--- src/rtl/memory_system.sv ---
// Datapath with an 8-entry register bank, ALU, shifter, flag register, and MAR/MDR/IR
// around a 2**DATA_WIDTH-word memory. There is no FSM; every load is driven directly by an input enable.
module memory_system #(
    parameter int DATA_WIDTH = 8
) (
    input  logic                  clk,
    input  logic                  rst,
    input  logic                  ir_sclr,
    input  logic                  mar_sclr,
    input  logic                  enaf,
    input  logic [2:0]            selop,
    input  logic [1:0]            shamt,
    input  logic                  bank_wr_en,
    input  logic [2:0]            busB_addr,
    input  logic [2:0]            busC_addr,
    input  logic                  ir_en,
    input  logic                  mar_en,
    input  logic                  wr_rdn,
    input  logic                  mdr_alu_n,
    input  logic                  mdr_en,
    output logic [DATA_WIDTH-1:0] busC_m,
    output logic [DATA_WIDTH-1:0] bus_alu_m,
    output logic [DATA_WIDTH-1:0] PC_m,
    output logic [DATA_WIDTH-1:0] DPTR_m,
    output logic [DATA_WIDTH-1:0] A_m,
    output logic [DATA_WIDTH-1:0] TEMP_m,
    output logic [DATA_WIDTH-1:0] ACC_m,
    output logic [4:0]            instruction,
    output logic                  C,
    output logic                  N,
    output logic                  P,
    output logic                  Z
);
    localparam int W     = DATA_WIDTH;
    localparam int DEPTH = 1 << W;

    logic [W-1:0] bank [8];
    logic [W-1:0] mar;
    logic [W-1:0] mdr;
    logic [4:0]   ir_op;
    // Memory contents start at zero and are never touched by rst.
    logic [W-1:0] mem [DEPTH] = '{default: '0};

    logic [W-1:0] bus_b;
    logic [W-1:0] bus_c;
    logic [W-1:0] alu_x;
    logic [W-1:0] alu_out;
    logic [W-1:0] shift_out;
    logic         alu_carry;

    assign bus_b = bank[busB_addr];
    assign alu_x = bank[3'b111];

    always_comb begin
        alu_out   = '0;
        alu_carry = 1'b0;
        case (selop)
            3'b000: alu_out = bus_b;
            3'b001: {alu_carry, alu_out} = {1'b0, alu_x} + {1'b0, bus_b};
            3'b010: begin
                alu_out   = alu_x - bus_b;
                alu_carry = (alu_x < bus_b);
            end
            3'b011: alu_out = alu_x & bus_b;
            3'b100: alu_out = alu_x | bus_b;
            3'b101: alu_out = alu_x ^ bus_b;
            3'b110: {alu_carry, alu_out} = {1'b0, bus_b} + (W+1)'(1);
            3'b111: begin
                alu_out   = bus_b - W'(1);
                alu_carry = (bus_b == '0);
            end
            default: alu_out = '0;
        endcase
    end

    always_comb begin
        shift_out = alu_out;
        case (shamt)
            2'b01:   shift_out = {alu_out[W-2:0], 1'b0};
            2'b10:   shift_out = {1'b0, alu_out[W-1:1]};
            2'b11:   shift_out = {alu_out[0], alu_out[W-1:1]};
            default: shift_out = alu_out;
        endcase
    end

    assign bus_c = mdr_alu_n ? mdr : shift_out;

    always_ff @(posedge clk or posedge rst) begin
        if (rst) begin
            for (int i = 0; i < 8; i++) bank[i] <= '0;
        end else if (bank_wr_en) begin
            bank[busC_addr] <= bus_c;
        end
    end

    always_ff @(posedge clk or posedge rst) begin
        if (rst) begin
            C <= 1'b0;
            N <= 1'b0;
            P <= 1'b0;
            Z <= 1'b0;
        end else if (enaf) begin
            C <= alu_carry;
            N <= shift_out[W-1];
            P <= ~^shift_out;
            Z <= (shift_out == '0);
        end
    end

    always_ff @(posedge clk or posedge rst) begin
        if (rst)           mar <= '0;
        else if (mar_sclr) mar <= '0;
        else if (mar_en)   mar <= bus_b;
    end

    always_ff @(posedge clk or posedge rst) begin
        if (rst)         mdr <= '0;
        else if (mdr_en) mdr <= wr_rdn ? shift_out : mem[mar];
    end

    // Memory write happens only when MDR is not loading, so MDR drives the old value in.
    always_ff @(posedge clk) begin
        if (!rst && !mdr_en && wr_rdn) mem[mar] <= mdr;
    end

    // Only the opcode field of IR is observable, so only those bits are stored.
    always_ff @(posedge clk or posedge rst) begin
        if (rst)          ir_op <= '0;
        else if (ir_sclr) ir_op <= '0;
        else if (ir_en)   ir_op <= mdr[W-1:W-5];
    end

    assign busC_m      = bus_c;
    assign bus_alu_m   = shift_out;
    assign PC_m        = bank[3'b000];
    assign DPTR_m      = bank[3'b001];
    assign A_m         = bank[3'b010];
    assign TEMP_m      = bank[3'b011];
    assign ACC_m       = bank[3'b111];
    assign instruction = ir_op;

endmodule

--- config.mk ---
export PLATFORM = sky130hd
export DESIGN_NAME = memory_system
export DESIGN_NICKNAME = d
export VERILOG_FILES = /design/src/rtl/memory_system.sv
export SDC_FILE = /design/constraint.sdc
export NUM_CORES = 2
export LEC_CHECK = 0
export CAP_MARGIN = 20
export CORE_UTILIZATION = 55
export DETAILED_ROUTE_END_ITERATION = 10
export DONT_BUFFER_PORTS = 1
export GPL_TIMING_DRIVEN = 1
export PLACE_DENSITY_LB_ADDON = 0.2
export SYNTH_ARGS = -nofsm -noshare
export SYNTH_HDL_FRONTEND = slang
export SYNTH_SLANG_ARGS = --single-unit
--- constraint.sdc ---
create_clock -name clk -period 7.4 [get_ports clk]
set_input_delay 1.48 -clock clk [delete_from_list [all_inputs] [get_ports clk]]
set_output_delay 1.48 -clock clk [all_outputs]
set_load 0.03 [all_outputs]
==> Word-level counts from Yosys, hierarchy flattened <==
Memories as Yosys holds them, arrays and structs flattened.
Index checks and enable logic that the tools add are counted.
{ "totals": {"inputBits": 22, "out_inout_bits": 65, "ramBits": 2048, "word_cells": 67, "mem_count": 1, "regBits": 89} }
{ "classes": {"n_addsub": 4, "n_reduce_logical": 11, "n_eq_ne": 10, "mux": 17, "n_lt_le_gt_ge": 4, "bitwise": 5} }
{ "memory_table": {"columns": ["memory", "words", "word_bits", "read_ports", "rd_clocked_by_memory_dff", "wr", "line_no", "source"], "rows": [
  ["mem", 256, 8, 1, 0, 1, "42", "logic [W-1:0] mem [DEPTH] = '{default: '0};"]
]} }
{ "op_table": {"columns": ["cell", "n"], "rows": [
  ["64-bit bitwise mux", 1],
  ["8-bit case mux with 8 select lines", 1],
  ["8-bit two-way mux", 7],
  ["8-bit binary-select mux with 3-bit select", 1],
  ["8-bit demux with 3-bit select", 1],
  ["8-bit case mux with 3 select lines", 1],
  ["8-bit zero test", 2],
  ["3-bit == test, second input constant", 4],
  ["5-bit two-way mux", 2],
  ["8-bit by 1-bit adder with 9-bit output, second input constant", 1],
  ["8-bit by 8-bit adder with 9-bit output", 1],
  ["8-bit bitwise AND", 1],
  ["4-bit greater-or-equal comparator, second input constant", 2],
  ["8-bit < comparator", 1],
  ["3-bit NOT with 4-bit output", 2],
  ["8-bit bitwise OR", 1],
  ["8-bit XNOR reduction", 1],
  ["8-bit by 1-bit subtractor with 8-bit output, second input constant", 1],
  ["8-bit subtractor", 1],
  ["8-bit XOR", 1],
  ["3-bit by 2-bit == test with 1-bit output, second input constant", 2],
  ["2-bit == test, second input constant", 2],
  ["4-bit by 1-bit < comparator with 1-bit output, second input constant", 1],
  ["1-bit case mux with 4 select lines", 1],
  ["other kinds (7)", 12]
]} }

==> Depth between registers and ports, before layout <==
{ "logic_depth": {"depth_word": 9, "ltp_mapped": 19, "depth_no_buf": 18} }

==> Worst setup path before layout <==
Ideal clock, no wire load.
{ "synth_path": {"kind": "input to output", "from": "input port busB_addr[0]", "to": "output port busC_m[1]", "arrival_ns": 5.473, "path_slack_ns": 0.447, "path_stages": 14, "required_time_ns": 5.920, "cell_sequence": "buf_6 mux4_2 mux2i_2 inv_1 ha_1 fa_1 mux2i_1 o221ai_1 o31ai_1 a22oi_1 mux2i_1 a21oi_1 mux2i_1 inv_1"} }
{ "synth_via": {"elab_chain_cells": 8, "word_cells_on_any_way": 14, "cone_classes": "4 x add/sub; 6 x mux; 4 x bitwise"} }
{ "synth_lines": {"columns": ["element", "line_no", "source"], "rows": [
  ["from (decl)", "14", "input logic [2:0] busB_addr,"],
  ["3-bit NOT with 4-bit output (not written as such) (*)", "51", "assign bus_b = bank[busB_addr];"],
  ["8-bit binary-select mux with 3-bit select (*)", "51", null],
  ["8-bit two-way mux (not written as such) (*) (2 in series)", "51", null],
  ["8-bit by 1-bit subtractor with 8-bit output, or another cell as far along", "69", "alu_out = bus_b - W'(1);"],
  ["8-bit case mux with 8 select lines (*)", "57", "case (selop)"],
  ["8-bit case mux with 3 select lines (*)", "78", "case (shamt)"],
  ["via bus_alu_m[1]", "22", "output logic [DATA_WIDTH-1:0] bus_alu_m,"],
  ["8-bit two-way mux (*)", "86", "assign bus_c = mdr_alu_n ? mdr : shift_out;"],
  ["to (decl)", "21", "output logic [DATA_WIDTH-1:0] busC_m,"]
]} }
Mark *: on every way through the listed nets, which the timed path passes. The rest lies on a longest branch. The select of a mux whose other input is x is not followed.

==> Worst setup path in the final report <==
{ "layout_path": {"from": "register bank, in the netlist ACC_m[5]", "to": "output port busC_m[6]"} }
{ "layout_via": {"elab_chain_cells": 7, "word_cells_on_any_way": 13, "cone_classes": "4 x add/sub; 6 x mux; 3 x bitwise"} }
{ "layout_lines": {"columns": ["element", "line_no", "source"], "rows": [
  ["from (decl)", "37", "logic [W-1:0] bank [8];"],
  ["from (signal, indexed assignment)", "92", "bank[busC_addr] <= bus_c;"],
  ["8-bit binary-select mux with 3-bit select", "51", null],
  ["8-bit two-way mux (not written as such) (2 in series)", "51", null],
  ["8-bit by 1-bit subtractor with 8-bit output, or another cell as far along", "69", null],
  ["8-bit case mux with 8 select lines (*)", "57", null],
  ["8-bit case mux with 3 select lines (*)", "78", null],
  ["8-bit two-way mux (*)", "86", null]
]} }
Every way passes the cells marked *; elsewhere a longest branch is shown, timed or not. The select of a mux whose other input is x is not followed.

==> flow_summary_export.csv <==
group,metric,value,unit
pwr,power-per-cell-area,312,nW/um^2
drt,dr.pass1.iters,9,
clock_network,root_buffer,"clkbuf_16",
drt,routed.top_layer,"met4",
sta,min_period,6.89,ns
synthesis,synth-seq-cells,2137,
drt,ant_nets,0,
sta,setup_tns,0,ns
synthesis,synth_compound_area_share,2.18,%
synthesis,synthXorXnorAreaFrac,0.102,%
sta,setup_violations,0,
synthesis,synth_cell_type_count,80,
job,maxCapViolations,0,
place,place.port_buffers,0,
sta,rsz0062_at_grt,"no",
worst_setup_path,cp-end-kind,"output pin",
drt,viasPerCell,6.55,
pwr,p_sw_share,26.4,%
floorplanning,initial_core_util,55.5,%
worst_setup_path,cp.required,5.92,ns
clock_network,holdBufCountCts,0,
pwr,power.switching,7.78,mW
min_path,hold_path_class,"in2async",
clock_network,post_cts_buffers,0,
pwr,p_leak,29.0,nW
clock_network,insertion_delay,0.86,ns
sta,fin_skew,0.0449,ns
synthesis,synth-adder-area-share,0.544,%
synthesis,synth_top_family_by_area,"multiplexers",
synthesis,synth_area,85600,um^2
drt,wirelength,208,mm
worst_setup_path,rr_worst_depth,18,
synthesis,synth-seq-area-share,74.5,%
synthesis,synth_mux_area_share,17.7,%
worst_setup_path,timing.rr.end,"P$_DFFE_PP0P_",
synthesis,synth-simple-area-share,3.13,%
synthesis,syn-num-nets,4176,
floorplanning,die_w,396,um
clock_network,ctsResizeCount,0,
clock_network,path_clk_slew,0.06,ns
floorplanning,core,154000,um^2
global_route,antenna_found_initial,2,
pwr,seq_power_share,50.5,%
synthesis,syn_inst,4118,
drt,vias,41800,
synthesis,synth_area_per_cell,20.8,um^2
synthesis,ys_warn_count,0,
synthesis,synth_edf_count,2048,
drt,wirelength_met1,83.1,mm
floorplanning,die-height,396,um
sta,max_slew_margin,25.6,%
global_route,grt_pass1_vias,41500,
floorplanning,dieArea,157000,um^2
drt,met2_wirelength,100,mm
place,gp_congestion,0.890,
sta,min_period_over_period,93.1,%
sta,slew_viol_final,0,
clock_network,clock_path_buffers,3,
worst_setup_path,timing.reg2reg.setup_slack,1.81,ns
clock_network,clkSinkCount,2137,
sta,fmaxAchievable,145,MHz
pwr,p_int,21.7,mW
floorplanning,rows,144,
final_layout,layout-drive-gt1-share,25.7,%
pwr,pwr-share-clk,35.9,%
place,dpl_worst_slack,0.607,ns
place,dp_hpwl,125,mm
pwr,peakVddDrop,0.000261,V
worst_setup_path,r2r-start,"ACC_m[5]$_DFFE_PP0P_",
pwr,combPwrFrac,13.6,%
drt,post-route-drc-count,32,
synthesis,synthArstFlopShare,4.16,%
global_route,gr-total-overflow,0,
floorplanning,ioPinCount,87,
global_route,grt_pass1_wl,301,mm
worst_setup_path,cp_max_fo,7,
status,violations,"DRC",
clock_network,cts_tree,"built",
worst_setup_path,cp-startpoint,"ACC_m[5]$_DFFE_PP0P_",
worst_setup_path,crit_type,"reg2out",
final_layout,synthToLayoutAreaGrowth,10.7,%
global_route,grt_max_degree,209,
sta,timing.final.ws_setup,0.510,ns
final_layout,layout.nets,4217,
worst_setup_path,endpoint,"busC_m[6]",
clock_network,htree_levels,4,
worst_setup_path,worst_setup_path_start_kind,"flop",
final_layout,n_antenna_cell,0,
sta,tightest_slew,1.11,ns
sta,finalHoldViolCount,0,
drt,drtIter0Drc,4795,
drt,wl_per_cell,32.6,um
clock_network,cts_made_buffers,208,
drt,met3_length,18.6,mm
status,outcome,"finished with violations",
worst_setup_path,crit_arrival,5.41,ns
synthesis,synthFlopType,"edfxtp_1",
global_route,grt.total_usage,27.0,%
## placed cells by master, fill, tap and decap left out, drive strengths merged, types with 5 or more instances in the layout
cell type / synthesis / routed
ha: 34 / 34
nor3: 35 / 35
a31oi: 10 / 10
edfxtp: 2048 / 2048
o22ai: 15 / 15
a32oi: 10 / 10
clkinvlp: 0 / 6
a22oi: 14 / 14
xnor2: 7 / 7
nand2: 110 / 110
clkinv: 1 / 89
clkbuf: 137 / 261
a211oi: 13 / 13
o32ai: 6 / 6
inv: 42 / 55
mux4: 637 / 637
and3: 8 / 8
nor2: 339 / 339
or3: 13 / 13
a21oi: 60 / 60
nand2b: 8 / 8
nor4: 10 / 10
mux2i: 71 / 71
o21ai: 63 / 63
a311oi: 5 / 5
dfrtp: 89 / 89
o31ai: 26 / 26
buf: 150 / 118
a2111oi: 7 / 7
nand3: 34 / 34
mux2: 6 / 6
bufinv: 0 / 21
and2: 7 / 7
nand4: 8 / 8
nor2b: 24 / 24
## worst min-delay path by stage
stage                                      end  slack (ns)  cells past startpoint
finish              instruction[1]$_DFFE_PP0P_        0.44                      1
floorplan                  bank[8]$_DFFE_PP0P_        0.44                      2
CTS                 instruction[1]$_DFFE_PP0P_        0.39                      1
global placement          bank[16]$_DFFE_PP0P_        0.46                      2
global route        instruction[1]$_DFFE_PP0P_        0.42                      1
detailed placement        bank[15]$_DFFE_PP0P_        0.48                      2
## cells by family (layout without fill, tap and decap cells)
logic type      Yosys count  in the layout
compound gates          276            276
flops                  2137           2137
xor+xnor                 10             10
simple gates            615            615
fa+ha+maj                36             36
buf+inv                 330            550
mux                     714            714
## power by group through the flow
stage	clock (mW)	combinational (mW)	sequential [mW]
floorplan	0	2.41	15.4
global placement	0	3.88	15.2
detailed placement	0	3.95	15.2
CTS	10.7	3.96	15.0
global route	11.2	4.27	15.0
finish	10.6	4.01	14.9
## Yosys cell counts (7+ instances only)
cell / count / area (um^2)
dfrtp_1: 89 / 2230
o22ai_1: 15 / 93.8
nor2_1: 339 / 1270
edfxtp_1: 2048 / 61500
nor3_1: 34 / 170
mux2i_1: 64 / 641
a22oi_1: 14 / 105
and3_1: 8 / 50.1
o21ai_0: 30 / 150
ha_1: 34 / 425
a211oi_1: 13 / 97.6
clkbuf_1: 137 / 514
a21oi_1: 60 / 300
o21ai_1: 32 / 160
nor4_1: 10 / 62.6
a32oi_1: 10 / 87.6
nand2_1: 110 / 413
o31ai_1: 25 / 188
or3_1: 13 / 81.3
nand3_1: 34 / 170
buf_1: 21 / 78.8
buf_4: 54 / 405
nand4_1: 7 / 43.8
inv_1: 37 / 139
nand2b_1: 8 / 50.1
xnor2_1: 7 / 61.3
nor2b_1: 24 / 150
a31oi_1: 10 / 62.6
buf_2: 70 / 350
mux4_2: 637 / 14300
## metal layers
| metal | vias to the layer above | global-route usage [%] |
|---|---|---|
| li1 | 17100 | - |
| met1 | 22400 | 39.0 |
| met2 | 2013 | 42.0 |
| met3 | 323 | 5.26 |
| met4 | 0 | 8.20 |
| met5 | - | 0 |
## area by class of cell
cell class	instances	area, um^2
inverter	43	164
sequential	2137	63800
clock inverter	128	1340
timing repair buffer	118	1060
fill	10700	59500
multi-input combinational	1651	20300
clock buffer	261	5500
tap	2044	2560
## stage by stage
stage	hold WS (ns)	utilization [%]	instance area (um^2)	std cells	total power [mW]
6_report	0.443	61.4	94700	6382	29.5
4_1_cts	0.386	61.4	94700	6380	29.7
5_1_grt	0.420	61.4	94700	6382	30.4
3_5_place_dp	0.475	56.9	87800	5991	19.2
3_3_place_gp	0.457	56.9	87800	5991	19.1
2_1_floorplan	0.445	-	85600	4118	17.8
## registers in the layout, indices dropped and copies added (netlist names), 5 cells and up
register,flops
A_m,8
bank,24
mdr,8
ACC_m,8
instruction,5
DPTR_m,8
PC_m,8
mar,8
TEMP_m,8
mem,2048
## worst max-delay path: stages (launching register included)
cell and delay, ns:
dfrtp_1 0.64, mux4_2 0.58, mux2i_2 0.58, inv_1 0.24
ha_1 0.34, or2_2 0.33, a22o_1 0.18, o221ai_1 0.23
o32a_1 0.18, a31oi_1 0.07, a32oi_1 0.26, and2_1 0.25
a21oi_1 0.18, o31ai_1 0.28, buf_4 0.21
Note: power is estimated with default switching activity, not from simulation.
